===== src/rtl/reset_sequencer.sv =====
// Staged reset sequencer: synchronizes reset_n, holds all domains in reset,
// then releases them one at a time in ascending order.
module reset_sequencer #(
    parameter int NUM_DOMAINS = 3,
    parameter int HOLD_CYCLES = 14,
    parameter int STAGE_GAP   = 4,
    parameter int SYNC_STAGES = 2
) (
    input  logic                   clock,
    input  logic                   reset_n,
    input  logic                   soft_req,
    input  logic                   ext_hold,
    output logic [NUM_DOMAINS-1:0] rst_n_out,
    output logic                   all_ready,
    output logic                   busy,
    output logic [7:0]             reset_count
);

    localparam int DW = (NUM_DOMAINS > 1) ? $clog2(NUM_DOMAINS) : 1;
    localparam logic [DW-1:0]          LAST_DOM  = DW'(NUM_DOMAINS - 1);
    localparam logic [15:0]            HOLD_LAST = 16'(HOLD_CYCLES - 1);
    localparam logic [7:0]             GAP_LAST  = 8'(STAGE_GAP - 1);
    localparam logic [NUM_DOMAINS-1:0] DOM0      = NUM_DOMAINS'(1);

    typedef enum logic [1:0] {
        S_ASSERT  = 2'd0,
        S_RELEASE = 2'd1,
        S_RUN     = 2'd2
    } state_e;

    state_e                 state_q, state_d;
    logic [SYNC_STAGES-1:0] sync_q;
    logic [NUM_DOMAINS-1:0] rst_q, rst_d;
    logic                   ready_q, ready_d;
    logic [15:0]            hold_q, hold_d;
    logic [7:0]             gap_q, gap_d;
    logic [DW-1:0]          dom_q, dom_d;
    logic [7:0]             cnt_q, cnt_d;
    logic                   armed_q, armed_d;
    logic                   rst_sync_n;
    logic                   disturb;
    logic                   counted;

    always_ff @(posedge clock or negedge reset_n) begin
        if (!reset_n) begin
            sync_q <= '0;
        end else begin
            sync_q <= {sync_q[SYNC_STAGES-2:0], 1'b1};
        end
    end

    assign rst_sync_n = sync_q[SYNC_STAGES-1];
    assign disturb    = soft_req | ext_hold;
    assign counted    = soft_req && (state_q != S_ASSERT);

    always_ff @(posedge clock or negedge reset_n) begin
        if (!reset_n) begin
            state_q <= S_ASSERT;
            rst_q   <= '0;
            ready_q <= 1'b0;
            hold_q  <= '0;
            gap_q   <= '0;
            dom_q   <= '0;
            cnt_q   <= '0;
            armed_q <= 1'b0;
        end else begin
            state_q <= state_d;
            rst_q   <= rst_d;
            ready_q <= ready_d;
            hold_q  <= hold_d;
            gap_q   <= gap_d;
            dom_q   <= dom_d;
            cnt_q   <= cnt_d;
            armed_q <= armed_d;
        end
    end

    // armed_q marks that the previous edge was undisturbed; that edge is T0
    // and the hold counter starts advancing on the edge after it.
    always_comb begin
        state_d = state_q;
        rst_d   = rst_q;
        ready_d = ready_q;
        hold_d  = hold_q;
        gap_d   = gap_q;
        dom_d   = dom_q;
        cnt_d   = cnt_q;
        armed_d = !disturb;
        if (disturb) begin
            state_d = S_ASSERT;
            rst_d   = '0;
            ready_d = 1'b0;
            hold_d  = '0;
            gap_d   = '0;
            dom_d   = '0;
            if (counted && (cnt_q != 8'hFF)) begin
                cnt_d = cnt_q + 8'd1;
            end
        end else begin
            unique case (state_q)
                S_ASSERT: begin
                    if (rst_sync_n && armed_q) begin
                        if (hold_q == HOLD_LAST) begin
                            state_d = S_RELEASE;
                            rst_d   = DOM0;
                            hold_d  = '0;
                            gap_d   = '0;
                            dom_d   = '0;
                        end else begin
                            hold_d = hold_q + 16'd1;
                        end
                    end
                end
                S_RELEASE: begin
                    if (dom_q == LAST_DOM) begin
                        state_d = S_RUN;
                        ready_d = 1'b1;
                    end else if (gap_q == GAP_LAST) begin
                        gap_d = '0;
                        dom_d = dom_q + DW'(1);
                        rst_d = (rst_q << 1) | DOM0;
                    end else begin
                        gap_d = gap_q + 8'd1;
                    end
                end
                S_RUN: begin
                    state_d = S_RUN;
                end
                default: begin
                    state_d = S_ASSERT;
                end
            endcase
        end
    end

    assign rst_n_out   = rst_q;
    assign all_ready   = ready_q;
    assign busy        = (state_q != S_RUN);
    assign reset_count = cnt_q;

endmodule

===== config.mk =====
export PLATFORM = sky130hd
export DESIGN_NAME = reset_sequencer
export DESIGN_NICKNAME = d
export VERILOG_FILES = /design/src/rtl/reset_sequencer.sv
export SDC_FILE = /design/constraint.sdc
export NUM_CORES = 1
export LEC_CHECK = 0
export ABC_AREA = 0
export BUFFER_PORTS_ARGS = -buffer_cell sky130_fd_sc_hd__buf_2
export CAP_MARGIN = 30
export CORE_MARGIN = 2
export CORE_UTILIZATION = 40
export CTS_CLUSTER_DIAMETER = 150
export DETAILED_ROUTE_END_ITERATION = 8
export HOLD_SLACK_MARGIN = 0.05
export PLACE_DENSITY = 0.55
export SLEW_MARGIN = 5
export SYNTH_ARGS = -nofsm -noshare
export SYNTH_HDL_FRONTEND = slang
export SYNTH_SLANG_ARGS = --single-unit

===== constraint.sdc =====
create_clock -name clock -period 2.59 [get_ports clock]
set_input_delay 0 -clock clock [delete_from_list [all_inputs] [get_ports clock]]
set_output_delay 0 -clock clock [all_outputs]
set_load 0.02 [all_outputs]

Yosys cells after proc, flatten, opt, wreduce, memory -nomap -nowiden
Index checks and enable logic that the tools add are counted.
{"block": "word_totals", "register_bits": 43, "inputBits": 4, "output_inout_bits": 13, "elab_cells": 73}
{"block": "classes", "n_addsub": 4, "n_eq_ne": 12, "muxes": 30, "bitwise_logic": 1, "reduce_logical": 17}
{"cell": "two-way mux 16 bit", "n": 4}
{"cell": "two-way mux 8 bit", "n": 5}
{"cell": "two-way mux 2 bit", "n": 9}
{"cell": "adder 16 x 1 -> 16 bit, second input constant", "n": 1}
{"cell": "adder 8 x 1 -> 8 bit, second input constant", "n": 2}
{"cell": "equality test 16 x 4 -> 1 bit, second input constant", "n": 1}
{"cell": "one-hot mux 8 bit (2 select lines)", "n": 1}
{"cell": "two-way mux 3 bit", "n": 5}
{"cell": "inequality test 3 bit, second input constant", "n": 5}
{"cell": "nonzero test 2 bit", "n": 5}
{"cell": "equality test 8 x 2 -> 1 bit, second input constant", "n": 1}
{"cell": "inequality test 8 bit, second input constant", "n": 1}
{"cell": "one-hot mux 2 bit (3 select lines)", "n": 1}
{"cell": "one-hot mux 3 bit (2 select lines)", "n": 1}
{"cell": "AND reduction 2 bit", "n": 3}
{"cell": "AND reduction 5 bit", "n": 1}
{"cell": "equality test 2 bit, second input constant", "n": 2}
{"cell": "one-hot mux 2 bit (2 select lines)", "n": 1}
{"cell": "AND reduction 4 bit", "n": 1}
{"cell": "logical AND 1 bit", "n": 3}
{"cell": "two-way mux 1 bit", "n": 3}
{"cell": "AND reduction 3 bit", "n": 1}
{"cell": "nonzero test 3 bit", "n": 1}
{"cell": "adder 2 x 1 -> 2 bit, second input constant", "n": 1}
{"cell": "5 further kinds", "n": 5}

Logic depth before layout (Yosys ltp)
Gate-level depths: netlist of run 1.
{"block": "depth", "ltp_word": 5, "mapped_depth": 9, "mapped_depth_nobuf": 7}

Worst setup path after synthesis of run 1
Ideal clock, no wire load.
{"block": "synth_path", "kind": "reg2reg", "startpoint": "reg state_q[1]", "endpoint": "reg dom_q[0]", "setup_ns": 0.127, "arrival_ns": 1.825, "required_ns": 2.463, "path_slack_ns": 0.637, "stages_incl_launch_ff": 9, "path_buffers": 1, "synth_period_minus_slack_ns": 1.953, "cell_sequence": "dfrtp_1 > inv_1 > ha_1 > clkbuf_1 > nor2_1 > a211oi_2 > o22ai_4 > nor2_4 > mux2_1"}
{"block": "synth_via", "elab_chain_cells": 3, "word_cells_on_any_way": 10, "cone_classes": "eq/ne: 5; mux: 2; reduce/logical: 3"}
{"element": "start, declared", "line": "31", "text": "state_e state_q, state_d;"}
{"element": "start signal, assigned", "line": "67", "text": "state_q <= state_d;"}
{"element": "equality test 2 x 1 -> 1 bit or logical NOT 2 bit (tied branches)", "line": "100", "text": "unique case (state_q)"}
{"element": "inequality test 3 bit (no source line), or another cell as far along"}
{"element": "AND reduction 5 bit (no source line) or two-way mux 2 bit (tied branches)"}
{"element": "end signal, assigned", "line": "72", "text": "dom_q <= dom_d;"}
{"element": "end, declared", "line": "37", "text": "logic [DW-1:0] dom_q, dom_d;"}
Parallel ways exist; a longest one is shown, timed or not.
A chain may end at the register's enable or synchronous reset.

Worst setup path after layout of run 1
{"block": "layout_path", "startpoint": "reg hold_q[1]", "endpoint": "reg hold_q[13]"}
{"block": "layout_via", "elab_chain_cells": 5, "word_cells_on_any_way": 6, "cone_classes": "add/sub: 1; eq/ne: 1; mux: 4"}
{"element": "start, declared", "line": "35", "text": "logic [15:0] hold_q, hold_d;"}
{"element": "start signal, assigned", "line": "70", "text": "hold_q <= hold_d;"}
{"element": "adder 16 x 1 -> 16 bit or equality test 16 x 4 -> 1 bit (tied branches)", "line": "110, 103"}
{"element": "two-way mux 16 bit (*)", "line": "103", "text": "if (hold_q == HOLD_LAST) begin"}
{"element": "two-way mux 16 bit (*)", "line": "102", "text": "if (rst_sync_n && armed_q) begin"}
{"element": "two-way mux 16 bit (*)", "line": "100"}
{"element": "two-way mux 16 bit (*)", "line": "89", "text": "if (disturb) begin"}
Mark *: on every way between the ends. The rest lies on a longest branch, timed or not. The select of a mux whose other input is x is not followed.

==> metrics, run 1 <==
H-tree depth=2; Critical Path End Type=register; first-pass GRT wire length=8.33 mm; slew at the pin with the worst max-slew slack=0.610 ns; vias per std cell=5.44; top post-synthesis cells by area=dfrtp_1 (46%), ha_1 (4.3%), nand3_1 (3.8%); Synth top area share=46.0%; Hold-fix buffers, CTS=1; Synth Flop Type=dfrtp_1; Initial Util=42.0%; via count=1,757; Area Overhead vs Synth=9.51%; Post-synth EDFFs=0; DR pass1 iterations=4; worst hold path type=in2async; syn nets=245; period utilisation layout=86.3%; Die X=80.5 um; Max Freq=447 MHz; Routed WL=4.62 mm; Power per Cell Area=455 mW/mm2; cell taking the most area after synthesis=dfrtp_1; share of post-route cells with drive strength above 1=16.7%; die area=0.00648 mm2; I/O Buffers=16; fill count=552; Critical Path AT=2.43 ns; multi-input gate area in the final layout=0.00116 mm2; clock slew at reported path FFs=0.08 ns; GRT Overall Usage=16.7%; Core ar.=0.00557 mm2; Pleak=1.13 nW; initial antenna violation count=0; # setup viols final=0; GR Overflow Total=0; M2 GR Usage=23.6%; Post-CTS Resized=0; nets=262; ys async rst share=100%; met1 GRT Util=24.4%; Remaining DRCs=0; clk_lat worst skew=0.30 ns; Rel. slew slack=59.1%; setup_tns=0 ns; max cap viols=0; sequential-to-total area share from yosys stat=46.0%; ant diodes=0; number of global-route vias before repair=1,712; dpl cells=314; Synth Register Bits=43; wire per inst=14.3 um; count of final hold-check violations=0; Pwr Total=1.17 mW; most frequent cell after synthesis=dfrtp_1; crit path launch type=register; Register Area=0.00108 mm2; clk_skew=0.00690 ns; Max FO, Critical Path=13; Setup Crit Path Kind=reg2reg; worst vdd ir=0.197 mV; Post-DRT Antenna Nets=0; CTS tree=done; commonest cells in the synthesized netlist=dfrtp_1 (43), nand2_1 (18), nand3_1 (18); gpl congestion=0.817; RSZ-0062 raised after global routing=false; YS warnings=0; Tmin final=2.24 ns; Root Driver=clkbuf_8; CTS max path bufs=2; Avg Inst Size Synth=10.0 um2; drt initial violations=133; status=complete, no violations; largest net degree at the start of global routing=28; gr busiest metal=met1; final non-filler cell total=323; cell area after synthesis=0.00234 mm2; synthesized instance count=233; TritonCTS buffer count=5; Post-DP HPWL=3.20 mm; Setup Buffers After CTS=0; met3 Track Usage GR=4.61%; WP data required=2.78 ns; floorplan row count=27; CTS Sinks=43; die height=80.5 um; Slew Viols, Final=0; synth unique cells=51; Top Ports=17
[flip-flops by register name (all words and copies together), names as in the netlist]
register	count
all_ready	1
armed_q	1
dom_q	2
gap_q	8
hold_q	16
reset_count	8
rst_n_out	3
state_q	2
sync_q	2
[layout make-up]
class / count / area share, %
Timing Repair Buffer: 18 / 4.29
Clock buffer: 6 / 2.83
Sequential cell: 43 / 42.0
Multi-Input combinational cell: 171 / 45.3
Clock inverter: 2 / 0.488
Inverter: 11 / 1.61
Tap cell: 72 / 3.51
[path summary, 6_finish.rpt]
path	from	end	cells after the start	slack (ns)
worst max-delay path	hold_q[1]$_DFFE_PN0P_	hold_q[13]$_DFFE_PN0P_	7	0.35
worst max register to register	hold_q[1]$_DFFE_PN0P_	hold_q[13]$_DFFE_PN0P_	7	0.35
worst min-delay path	reset_n	hold_q[2]$_DFFE_PN0P_	2	0.16
worst min register to register	sync_q[0]$_DFF_PN0_	sync_q[1]$_DFF_PN0_	0	0.36
min in group clock	soft_req	reset_count[0]$_DFFE_PN0P_	3	0.23
max in group asynchronous	reset_n	reset_count[6]$_DFFE_PN0P_	3	1.95
[critical path: stages (launching register included)]
cell     delay (ns)
dfrtp_1        0.41
inv_1          0.08
ha_1           0.13
nor4b_2        0.28
a41o_4         0.37
or2_1          0.48
o21ai_0        0.18
a21o_1         0.20
[kinds of logic after synthesis]
logic type	synth area share, %
AND/OR/NAND/NOR	20.8
flip-flops	46.0
buffers and inverters	4.44
XOR/XNOR	2.62
AO/OA/AOI/OAI	20.4
other	0.160
adder cells (fa/ha/maj)	4.28
multiplexers	1.39
[stage by stage]
| stage | utilization, % | setup WS (ns) | hold WS (ns) | area [um2] |
|---|---|---|---|---|
| after detailed placement | 44.3 | 0.362 | -0.0474 | 2470 |
| final | 46.0 | 0.355 | 0.163 | 2560 |
| after floorplan | - | 0.637 | -0.296 | 2340 |
| after CTS | 46.0 | 0.342 | 0.183 | 2560 |
| after global routing | 46.0 | 0.213 | 0.219 | 2560 |
| after global placement | 43.9 | 0.424 | 0.219 | 2450 |
[cell usage in the layout, fill, tap and decap left out, drive strengths merged, types with 2 or more instances in the layout]
| master | synthesis | layout |
|---|---|---|
| o31ai | 10 | 10 |
| ha | 8 | 8 |
| o21ai | 29 | 29 |
| a211oi | 2 | 2 |
| mux2 | 2 | 2 |
| a21oi | 4 | 4 |
| nand3 | 18 | 18 |
| nand4 | 6 | 6 |
| or2 | 2 | 2 |
| dfrtp | 43 | 43 |
| nor2b | 4 | 4 |
| nor3 | 7 | 7 |
| nor2 | 16 | 16 |
| or4 | 3 | 3 |
| o41ai | 3 | 3 |
| nor4 | 2 | 2 |
| or3 | 2 | 2 |
| nor3b | 2 | 2 |
| inv | 11 | 11 |
| xor2 | 4 | 4 |
| a31oi | 5 | 5 |
| o22ai | 2 | 2 |
| a21o | 4 | 4 |
| and3 | 3 | 3 |
| o211ai | 2 | 2 |
| buf | 6 | 17 |
| clkbuf | 2 | 6 |
| nand2 | 18 | 18 |
| xnor2 | 3 | 3 |
[power by group]
part	total [mW]	leakage [nW]	internal [mW]	switching (mW)
sequential	0.679	0.594	0.675	0.00371
combinational	0.0650	0.499	0.0191	0.0459
clock	0.423	0.0412	0.189	0.234
[metal layers]
metal / up-vias / routed length (um)
li1: 884 / -
met1: 838 / 2420
met2: 31 / 1960
met3: 4 / 180
met4: 0 / 57
met5: - / 0
(Power assumes the default switching activity.)
==> run 2: changes to the inputs <==
- CORE_UTILIZATION: 40 -> 25
- PLACE_DENSITY: 0.55 -> 0.38
==> metrics, run 2 (synthesis results as in run 1) <==
status=complete, no violations (unchanged); drt initial violations=79 (was 133); # setup viols final=0 (unchanged); Max Freq=445 MHz (was 447 MHz); nets=262 (unchanged); Power per Cell Area=444 mW/mm2 (was 455 mW/mm2); wire per inst=14.6 um (was 14.3 um); Critical Path End Type=register (unchanged); slowest stage delay, CP=0.47 ns (was 0.48 ns); largest net degree at the start of global routing=28 (unchanged); die height=101 um (was 80.5 um); number of global-route vias before repair=1,683 (was 1,712); CTS Sinks=43 (unchanged); clock slew at reported path FFs=0.08 ns (about the same); TritonCTS buffer count=5 (unchanged); Rel. slew slack=61.2% (was 59.1%); Die X=101 um (was 80.5 um); H-tree depth=2 (unchanged); CP Cell Sequence=inv_1 -> ha_1 -> nor4b_2 -> a41o_4 -> or2_1 -> o21ai_0 -> a21o_1 (unchanged); Top Ports=17 (unchanged); crit path launch type=register (unchanged); setup_tns=0 ns (unchanged); gpl congestion=0.793 (was 0.817); vias per std cell=4.84 (was 5.44); worst hold path type=in2async (unchanged); initial antenna violation count=0 (unchanged); via count=1,744 (was 1,757); clk_lat worst skew=0.29 ns (was 0.30 ns); RSZ-0062 raised after global routing=false (unchanged); Pleak=1.13 nW (about the same); Setup Crit Path Kind=reg2reg (unchanged); Max FO, Critical Path=13 (unchanged); worst vdd ir=0.175 mV (was 0.197 mV); M2 GR Usage=17.1% (was 23.6%); GR Overflow Total=0 (unchanged); max reg flops=16 (unchanged); Biggest register=hold_q (unchanged); max cap viols=0 (unchanged); share of post-route cells with drive strength above 1=16.5% (was 16.7%); GRT Overall Usage=11.2% (was 16.7%); commonest non-fill, non-tap cell in the layout=dfrtp_1 (unchanged); Initial Util=25.6% (was 42.0%); dpl cells=353 (was 314); clk_skew=0.00472 ns (was 0.00690 ns); Critical Path AT=2.43 ns (about the same); Slew Viols, Final=0 (unchanged); slew at the pin with the worst max-slew slack=0.579 ns (was 0.610 ns); CTS tree=done (unchanged); first-pass GRT wire length=8.82 mm (was 8.33 mm); Final Util=28.4% (was 46.0%); WP data required=2.77 ns (was 2.78 ns); met3 Track Usage GR=2.43% (was 4.61%); CP max stage cell=or2_1 (unchanged); die area=0.0102 mm2 (was 0.00648 mm2); period utilisation layout=86.8% (was 86.3%); Post-DRT Antenna Nets=0 (unchanged); floorplan row count=35 (was 27); Area Overhead vs Synth=11.2% (was 9.51%); Routed WL=5.26 mm (was 4.62 mm); I/O Buffers=16 (unchanged); Post-DP HPWL=3.75 mm (was 3.20 mm); gr busiest metal=met2 (was met1); count of final hold-check violations=0 (unchanged); Setup Buffers After CTS=0 (unchanged); Remaining DRCs=0 (unchanged); CTS max path bufs=2 (unchanged); Core ar.=0.00915 mm2 (was 0.00557 mm2); met1 GRT Util=15.7% (was 24.4%); Pwr Total=1.16 mW (was 1.17 mW); most frequent cells in the layout=dfrtp_1 (43), nand3_1 (18), nand2_1 (18), o21ai_1 (16), buf_2 (16) (unchanged); Bufs and invs on worst path=1 (unchanged); final non-filler cell total=360 (was 323); Root Driver=clkbuf_8 (unchanged); ant diodes=0 (unchanged); Tmin final=2.25 ns (was 2.24 ns); DR pass1 iterations=4 (unchanged); CP top delay family=simple AND/OR/NAND/NOR gates (unchanged)
-- run 2: cell types whose count changed in the layout (fill, tap and decap cells not counted) --
cell and delta:
clkbuf_1 -1, clkinv_2 -1
-- run 2: cell type report --
class / count / area [um2]
clock buffers: 5 / 68.8
flip-flops and latches: 43 / 1080
clock inverters: 1 / 7.51
repair buffers: 18 / 110
multi-input cells: 171 / 1160
inverters: 11 / 41.3
fillers: 950 / 6550
well taps: 111 / 139
-- run 2: path summary, 6_finish.rpt --
path,depth (start not counted),startpoint,slack [ns],end
min in group clock,3,soft_req,0.22,reset_count[0]$_DFFE_PN0P_
max reg2reg,7,hold_q[1]$_DFFE_PN0P_,0.34,hold_q[15]$_DFFE_PN0P_
min,2,reset_n,0.17,reset_count[4]$_DFFE_PN0P_
min reg2reg,0,sync_q[0]$_DFF_PN0_,0.35,sync_q[1]$_DFF_PN0_
max,7,hold_q[1]$_DFFE_PN0P_,0.34,hold_q[15]$_DFFE_PN0P_
max in group asynchronous,3,reset_n,1.93,rst_n_out[1]$_DFFE_PN0P_
-- run 2: per-stage QoR --
step,cell area (um2),hold slack [ns],worst slack [ns]
after global placement,2500,0.242,0.388
after floorplan,2340,-0.296,0.637
after global routing,2600,0.204,0.143
after detailed placement,2520,-0.0270,0.353
final,2600,0.171,0.342
after CTS,2600,0.184,0.334
-- run 2: where the power goes --
part,leakage (nW),internal (mW),switching (mW),total [mW]
registers,0.594,0.675,0.00413,0.679
clock network,0.0361,0.180,0.231,0.411
logic,0.499,0.0191,0.0472,0.0663
total,1.13,0.874,0.283,1.16
-- run 2: repair_timing --
item / CTS / global route
resized for setup: 0 / 0
endpoints found under the hold margin: 43 / 0
hold buffers: 1 / 0
-- run 2: routing by layer --
layer	vias to the layer above	share of wire (%)
li1	877	-
met5	-	0
met3	2	3.2
met2	27	47
met1	838	49
met4	0	0.68
